<file path="src/rtl/cpu_ctrl_pkg.sv">
// Shared encodings for the CPU run/step controller: FSM states, display modes
// and the hex-digit extraction helper.
package cpu_ctrl_pkg;

  typedef enum logic [1:0] {
    HALT    = 2'd0,
    RUN     = 2'd1,
    STEP    = 2'd2,
    WAIT_IN = 2'd3
  } run_state_e;

  typedef enum logic [1:0] {
    CHK_OUT = 2'd0,
    CHK_IN  = 2'd1,
    CHK_PC  = 2'd2,
    CHK_DBG = 2'd3
  } chk_mode_e;

  localparam int DISP_W = 32;

  function automatic logic [3:0] hex_nibble(input logic [DISP_W-1:0] value, input logic [2:0] idx);
    return value[{idx, 2'b00} +: 4];
  endfunction

endpackage

</file>
<file path="src/rtl/cpu_run_ctrl_if.sv">
// Handshake bundle between the CPU core (master) and the run/step controller (slave).
interface cpu_run_ctrl_if #(
  parameter int DATA_W = 32
);
  logic              io_in_req;
  logic              io_out_we;
  logic [DATA_W-1:0] io_out_data;
  logic [DATA_W-1:0] pc;
  logic [DATA_W-1:0] dbg_data;
  logic              cpu_en;
  logic [4:0]        io_in_data;
  logic              io_in_ack;
  logic [4:0]        dbg_addr;

  modport master (
    output io_in_req, io_out_we, io_out_data, pc, dbg_data,
    input  cpu_en, io_in_data, io_in_ack, dbg_addr
  );

  modport slave (
    input  io_in_req, io_out_we, io_out_data, pc, dbg_data,
    output cpu_en, io_in_data, io_in_ack, dbg_addr
  );
endinterface

</file>
<file path="src/rtl/btn_edge_sync.sv">
// Two-flop synchronizer for an asynchronous button plus a rising-edge pulse;
// a held button yields one pulse two clocks after the pin rises.
module btn_edge_sync (
  input  logic clk,
  input  logic rst,
  input  logic btn,
  output logic pulse
);
  logic [2:0] hist_r;

  // hist_r[0] is the newest sample; [1] is the synchronized level, [2] its previous value
  always_ff @(posedge clk) begin
    if (rst) begin
      hist_r <= 3'b000;
    end else begin
      hist_r <= {hist_r[1:0], btn};
    end
  end

  assign pulse = hist_r[1] & ~hist_r[2];
endmodule

</file>
<file path="src/rtl/cpu_run_ctrl.sv">
// Run/step controller: turns run/step/valid switches into a per-cycle CPU enable,
// stalls on input instructions until valid, and scans a selected value onto 8 hex digits.
module cpu_run_ctrl
  import cpu_ctrl_pkg::*;
#(
  parameter int SCAN_W = 16,
  parameter int DATA_W = 32
) (
  input  logic          clk,
  input  logic          rst,
  input  logic          run,
  input  logic          step,
  input  logic          valid,
  input  logic [4:0]    in,
  cpu_run_ctrl_if.slave core,
  output logic [1:0]    check,
  output logic [4:0]    out0,
  output logic [2:0]    an,
  output logic [3:0]    seg,
  output logic          ready
);
  logic              step_p_s;
  logic              valid_p_s;
  run_state_e        state_r;
  run_state_e        state_s;
  logic              cpu_en_s;
  logic              ack_s;
  chk_mode_e         check_r;
  logic [4:0]        io_in_data_r;
  logic [DATA_W-1:0] out_reg_r;
  logic [4:0]        out0_r;
  logic [4:0]        dbg_addr_r;
  logic [SCAN_W-1:0] scan_r;
  logic              ready_r;
  logic [DISP_W-1:0] disp_s;

  btn_edge_sync u_step_sync (.clk(clk), .rst(rst), .btn(step), .pulse(step_p_s));
  btn_edge_sync u_valid_sync (.clk(clk), .rst(rst), .btn(valid), .pulse(valid_p_s));

  // Next-state logic; run has priority over a simultaneous step pulse in HALT
  always_comb begin
    state_s = state_r;
    case (state_r)
      HALT: begin
        if (run) state_s = RUN;
        else if (step_p_s) state_s = STEP;
        else state_s = HALT;
      end
      RUN: begin
        if (!run) state_s = HALT;
        else if (core.io_in_req) state_s = WAIT_IN;
        else state_s = RUN;
      end
      STEP: begin
        if (core.io_in_req) state_s = WAIT_IN;
        else state_s = HALT;
      end
      WAIT_IN: begin
        if (valid_p_s) state_s = run ? RUN : HALT;
        else state_s = WAIT_IN;
      end
      default: state_s = HALT;
    endcase
  end

  // Commit enable and input acknowledge, suppressed while reset is asserted
  always_comb begin
    cpu_en_s = 1'b0;
    ack_s    = 1'b0;
    if (rst) begin
      cpu_en_s = 1'b0;
      ack_s    = 1'b0;
    end else if (state_r == WAIT_IN) begin
      cpu_en_s = valid_p_s;
      ack_s    = valid_p_s;
    end else if ((state_r == RUN) || (state_r == STEP)) begin
      cpu_en_s = ~core.io_in_req;
      ack_s    = 1'b0;
    end else begin
      cpu_en_s = 1'b0;
      ack_s    = 1'b0;
    end
  end

  // State, display mode, latched I/O values and the digit-scan counter
  always_ff @(posedge clk) begin
    if (rst) begin
      state_r      <= HALT;
      ready_r      <= 1'b0;
      check_r      <= CHK_OUT;
      io_in_data_r <= 5'd0;
      out_reg_r    <= {DATA_W{1'b0}};
      out0_r       <= 5'd0;
      dbg_addr_r   <= 5'd0;
      scan_r       <= {SCAN_W{1'b0}};
    end else begin
      state_r    <= state_s;
      ready_r    <= (state_s == WAIT_IN);
      out0_r     <= in;
      dbg_addr_r <= in;
      scan_r     <= scan_r + SCAN_W'(1);
      if ((state_r == HALT) && valid_p_s) check_r <= chk_mode_e'(check_r + 2'd1);
      if (ack_s) io_in_data_r <= in;
      if (core.io_out_we && cpu_en_s) out_reg_r <= core.io_out_data;
    end
  end

  // Display source selection
  always_comb begin
    disp_s = 32'h0;
    case (check_r)
      CHK_OUT: disp_s = out_reg_r;
      CHK_IN:  disp_s = {{(DISP_W-5){1'b0}}, io_in_data_r};
      CHK_PC:  disp_s = core.pc;
      CHK_DBG: disp_s = core.dbg_data;
      default: disp_s = 32'h0;
    endcase
  end

  assign an              = scan_r[SCAN_W-1 -: 3];
  assign seg             = hex_nibble(disp_s, an);
  assign check           = check_r;
  assign out0            = out0_r;
  assign ready           = ready_r;
  assign core.cpu_en     = cpu_en_s;
  assign core.io_in_ack  = ack_s;
  assign core.io_in_data = io_in_data_r;
  assign core.dbg_addr   = dbg_addr_r;
endmodule
</file>
<file path="src/flat_wrapper.sv">
// flat-port wrapper written by rule: the top's interface ports become plain ports
module cpu_run_ctrl_flat import cpu_ctrl_pkg::*;
#(
  parameter int SCAN_W = 16,
  parameter int DATA_W = 32
)
  (clk, rst, run, step, valid, in, check, out0, an, seg, ready, core_io_in_req, core_io_out_we, core_io_out_data, core_pc, core_dbg_data, core_cpu_en, core_io_in_data, core_io_in_ack, core_dbg_addr);
  cpu_run_ctrl_if #(.DATA_W(DATA_W)) core_i ();
  input  logic clk;
  input  logic rst;
  input  logic run;
  input  logic step;
  input  logic valid;
  input  logic [4:0] in;
  output logic [1:0] check;
  output logic [4:0] out0;
  output logic [2:0] an;
  output logic [3:0] seg;
  output logic ready;
  input wire logic [$bits(core_i.io_in_req)-1:0] core_io_in_req;
  input wire logic [$bits(core_i.io_out_we)-1:0] core_io_out_we;
  input wire logic [$bits(core_i.io_out_data)-1:0] core_io_out_data;
  input wire logic [$bits(core_i.pc)-1:0] core_pc;
  input wire logic [$bits(core_i.dbg_data)-1:0] core_dbg_data;
  output wire logic [$bits(core_i.cpu_en)-1:0] core_cpu_en;
  output wire logic [$bits(core_i.io_in_data)-1:0] core_io_in_data;
  output wire logic [$bits(core_i.io_in_ack)-1:0] core_io_in_ack;
  output wire logic [$bits(core_i.dbg_addr)-1:0] core_dbg_addr;
  assign core_i.io_in_req = core_io_in_req;
  assign core_i.io_out_we = core_io_out_we;
  assign core_i.io_out_data = core_io_out_data;
  assign core_i.pc = core_pc;
  assign core_i.dbg_data = core_dbg_data;
  assign core_cpu_en = core_i.cpu_en;
  assign core_io_in_data = core_i.io_in_data;
  assign core_io_in_ack = core_i.io_in_ack;
  assign core_dbg_addr = core_i.dbg_addr;
  cpu_run_ctrl #(.SCAN_W(SCAN_W), .DATA_W(DATA_W)) u_core (.clk(clk), .rst(rst), .run(run), .step(step), .valid(valid), .in(in), .core(core_i), .check(check), .out0(out0), .an(an), .seg(seg), .ready(ready));
endmodule
</file>
<file path="config.mk">
export PLATFORM = sky130hd
export DESIGN_NAME = cpu_run_ctrl_flat
export DESIGN_NICKNAME = d
export VERILOG_FILES = /design/src/rtl/cpu_ctrl_pkg.sv /design/src/rtl/cpu_run_ctrl_if.sv /design/src/rtl/btn_edge_sync.sv /design/src/rtl/cpu_run_ctrl.sv /design/src/flat_wrapper.sv
export SDC_FILE = /design/constraint.sdc
export NUM_CORES = 1
export LEC_CHECK = 0
export CAP_MARGIN = 20
export CORE_UTILIZATION = 30
export CTS_CLUSTER_DIAMETER = 60
export DETAILED_ROUTE_END_ITERATION = 8
export PLACE_DENSITY = 0.61
export SETUP_SLACK_MARGIN = 0.1
export SYNTH_ARGS = -nofsm -noshare
export SYNTH_HDL_FRONTEND = slang
export SYNTH_SLANG_ARGS = --single-unit
</file>
<file path="constraint.sdc">
create_clock -name clk -period 2 [get_ports clk]
set_input_delay 0.4 -clock clk [delete_from_list [all_inputs] [get_ports clk]]
set_output_delay 0.4 -clock clk [all_outputs]
set_load 0.01 [all_outputs]
</file>
== Word-level counts from Yosys, hierarchy flattened ==
Index checks and enable logic that the tools add are counted.
Storage, ports and cells
  flip-flop bits (word level): 69
  input port bits: 108
  output and inout port bits: 27
  logic and storage cells: 43
Cells by class
  add/subtract/negate cells: 2
  equality and inequality tests: 7
  shifts and indexed selects: 1
  multiplexer cells: 14
  bitwise operators: 5
  reduce and logical (&&, ||, !) cells: 5
Operator list (count)
  32-bit one-hot mux with 4 select lines: 1
  32-bit by 6-bit indexed part select with 4-bit output: 1
  16-bit by 1-bit adder with 16-bit output (second input constant): 1
  2-bit two-way mux: 6
  2-bit equality test (second input constant): 5
  2-bit one-hot mux with 4 select lines: 1
  1-bit two-way mux: 6
  2-bit by 1-bit equality test with 1-bit output (second input constant): 2
  2-bit zero test: 2
  1-bit NOT: 3
  2-bit by 1-bit adder with 2-bit output (second input constant): 1
  1-bit AND: 2
  1-bit logical AND: 2
  1-bit logical OR: 1

== Depth between registers and ports, before layout ==
  depth in word-level cells: 6
  gate-level depth with buffers: 8
  gate-level depth less buffers: 6

== Modules after synthesis ==
Synthesis repeated with hierarchy kept, for this count alone.
Second synthesis, totals
  cell total of the unflattened synthesis: 385
  area, all modules: 3525.9 um2
Modules (own cells, without submodules)
  cpu_run_ctrl: instances 1, cells an instance 371, area an instance 3350.7 um2, sequential area each 1261.2 um2
  btn_edge_sync: instances 2, cells an instance 7, area an instance 87.6 um2, sequential area each 60.1 um2

== Worst setup path before layout ==
OpenSTA, ideal clock, no wires.
  kind: reg2out
  start: reg u_core.check_r[0] (netlist: u_core.check[0])
  end: out seg[2]
  data arrival time: 1809 ps
  data required time: 1600 ps
  setup slack: -209 ps
  stages on the path, launching flop included: 8
  buffers on the path: 1
  path through: dfxtp_1 inv_1 ha_1 clkbuf_1 a22oi_1 a22oi_1 a211o_1 a221o_1
Between the ends
  longest elaborated chain between the ends: 3
  elaborated cells on any way between the ends: 6
Ends and longest elaborated chain
  from (decl): line cpu_run_ctrl.sv:28  | chk_mode_e check_r;
  from (signal assigned): line cpu_run_ctrl.sv:102  | if ((state_r == HALT) && valid_p_s) check_r <= chk_mode_e'(check_r + 2'd1);
  2-bit equality test (tied with other cells): line cpu_run_ctrl.sv:111  | case (check_r)
  32-bit one-hot mux with 4 select lines *: line cpu_run_ctrl.sv:111
  32-bit by 6-bit indexed part select with 4-bit output *: line cpu_ctrl_pkg.sv:22  | return value[{idx, 2'b00} +: 4];
  to (decl): line flat_wrapper.sv:18  | output logic [3:0] seg;
Mark *: on every way between the ends. The rest lies on a longest branch, timed or not.

== Final worst setup path ==
Same ends and word-level chain as after synthesis.

==> flow_summary.yaml <==
pwr:
  p_switching_mw: 0.8006
  comb_power_share_pct: 13.0
  power_frac_seq_pct: 39.2
  p_int_mw: 2.819
  ir_drop_mv: 0.4762
  p_leak_nw: 2.275
  p_sw_share_pct: 22.12
  clkPwrFrac_pct: 47.8
  power_density_mw_per_mm2: 598.9
  power_mw: 3.620
clock_network:
  numCtsBuffers: 9
  cts_tree: "built"
  clkTransAtPathRegs_ns: 0.06
  clk_latency_ns: 0.32
  clock_sinks: 69
  root_buffer: "clkbuf_16"
  htree_levels: 3
  clock_path_buffers: 2
yosys:
  synth_top_flop_cell: "dfxtp_1"
  synth_top_cell_area_share_pct: 38.79
  yosys.cell_count.top_type: "dfxtp_1"
  synth_edf_count: 0
  seq_area_frac_synth_pct: 38.79
  syn_inst: 376
  synth_seq_cells: 69
  yosys_warnings: 0
  yosys-top-cells-count: "dfxtp_1 (69), nor2_1 (46), mux2i_1 (35), nand2_1 (18), clkbuf_1 (15)"
  ys_types: 48
  async_reset_ff_share_pct: 0
  yosysTopAreaCell: "dfxtp_1"
  avgSynthCellArea_sq_um: 9.471
  synth_fp_nets: 493
  yosys-top-cells-area: "dfxtp_1 (39%), mux2i_1 (9.8%), mux4_2 (5.7%)"
  syn_area_sq_mm: 0.003561
outcome:
  status: "complete, but fails checks"
  violations: "DRC, setup timing"
timing:
  slew_violations: 0
  period_minus_slack_ns: 2.571
  worst_slack_ns: -0.5705
  hold_viol: 0
  finClkSkew_ns: 0.008957
  finalSetupViolations: 37
  worst_pin_slew_ns: 0.6098
  fmax_ghz: 0.3890
  rsz0062_at_grt: "yes"
  maxSlewHeadroom_pct: 59.35
  period_share_pct: 128.5
placed_design:
  hpwl_microns: 7737
  dp_slack_ns: -0.7228
  routabilityCongestion: 0.8325
  port_buffers: 134
  place_area_sq_mm: 0.005341
grt:
  grt_max_degree: 61
  gr-total-overflow: 0
  grt_pass1_vias: 3607
  antenna_found_initial: 0
  grt_pass1_wl_microns: 17760
  track_usage_pct: 18.27
detailed_routing:
  wire_per_inst_microns: 15.81
  routed_wl_microns: 11120
  ant_nets: 0
  dr.first_iter.drc_count: 202
  vias: 3479
  drt-pass1-iter-count: 7
  route.detailed.drc: 32
  routed_via_density: 4.949
finish:
  stdcell_area_sq_mm: 0.006045
  antenna_cells: 0
  area_growth_syn_to_layout_pct: 69.75
  nNetsFinal: 672
  fin_util_pct: 52.49
  drive_gt1_share_pct: 24.82
die:
  die-area_sq_mm: 0.01231
  core_sq_mm: 0.01152
  start_util_pct: 30.92
  core.rowCount: 39
  pin_count: 135
  die_h_microns: 111.0
  die_w_microns: 111.0
worst_setup_path:
  path_class: "reg2out"
  worst_setup_path_end_kind: "output port"
  critPathRequiredTime_ns: 1.60
  cp_data_arrival_time_ns: 2.17
  critPathLaunchType: "register"
  reg2reg_slack_ns: -0.12
  cp_max_fo: 5
flow_run:
  max-cap-violations: 0
hold_path:
  hold_path_class: "in2reg"
==> area by class of cell <==
cell class,instances,area [sq um]
Clock buffer,9,225.2
Timing Repair Buffer,202,1977
Clock inverter,7,102.6
Fill cell,1055,5472
Inverter,14,57.56
Tap cell,143,178.9
Multi-Input combinational cell,259,2108
Sequential cell,69,1395
==> state kept, by name (all words and copies together), names as in the netlist, 2 cells and up <==
name	flops
u_core.scan_r	16
u_core.out0	5
u_core.core.io_in_data	5
u_core.u_valid_sync.hist_r	3
u_core.out_reg_r	32
u_core.state_r	2
u_core.u_step_sync.hist_r	3
u_core.check	2
==> cells in the final DEF (no fill, tap or decap), types with 4 or more instances in the layout <==
cell	count
xnor2_1	4
buf_6	8
clkbuf_16	9
mux4_2	9
nor2_1	46
a21oi_1	12
a22o_1	13
inv_1	10
nand3_1	7
buf_2	5
xor2_1	6
dfxtp_1	64
mux2i_1	32
o21ai_1	5
nand2b_1	7
ha_1	4
clkdlybuf4s50_1	125
buf_4	53
o21ai_0	4
or3_1	5
nand2_1	16
a22oi_1	12
buf_12	5
nand4_1	6
nor2b_1	12
==> logic make-up after synthesis <==
| family | synth area share (%) |
|---|---|
| AO/OA/AOI/OAI | 16.87 |
| XOR/XNOR | 2.459 |
| AND/OR/NAND/NOR | 16.20 |
| buffers and inverters | 6.992 |
| multiplexers | 15.53 |
| adder cells (fa/ha/maj) | 3.162 |
| flip-flops | 38.79 |
==> power by group through the flow <==
stage / clock, mW / sequential [mW] / combinational (mW)
2_1_floorplan: 0 / 1.45 / 0.138
3_3_place_gp: 0 / 1.45 / 0.421
3_5_place_dp: 0 / 1.45 / 0.426
4_1_cts: 1.76 / 1.42 / 0.461
5_1_grt: 1.83 / 1.42 / 0.501
6_report: 1.73 / 1.42 / 0.470
==> layer usage <==
layer | GRT usage, % | part of all wire [%] | routed length (microns)
met5 | 0 | 0 | 0
met4 | 5.936 | 1.3 | 150
met3 | 4.975 | 7.3 | 813
met2 | 31.53 | 49 | 5436
met1 | 21.86 | 42 | 4717
==> path summary, 6_finish.rpt <==
kind / from / end / depth (start not counted)
max: u_core.check[0] / seg[2] / 7
min: rst / u_core.state_r[1] / 2
max reg2reg: u_core.state_r[1] / u_core.out_reg_r[20] / 9
min reg2reg: u_core.u_step_sync.hist_r[0] / u_core.u_step_sync.hist_r[1] / 1
==> worst max-delay path, cell delays in order, from the launching register on <==
cell	delay, ns
dfxtp_4	0.38
inv_4	0.05
ha_4	0.18
buf_4	0.14
a22o_1	0.17
mux4_2	0.45
a221o_1	0.33
buf_2	0.14
==> stage by stage <==
stage          cells  setup TNS, ns  hold slack [ns]
6_report         703         -3.978           0.4245
3_3_place_gp     666         -9.213           0.4199
3_5_place_dp     666         -9.232           0.4242
2_1_floorplan    376              0           0.4138
5_1_grt          703         -6.777           0.4283
4_1_cts          703         -4.486           0.4202
==> timing repair <==
action | in CTS | in global routing
cloned | 3 | 0
resized for setup | 51 | 16
buffers inserted | 18 | 0
hold buffers | 0 | 0
setup endpoints to repair | 39 | 40
pin swaps | 9 | 6
Note: power is estimated with default switching activity, not from simulation.
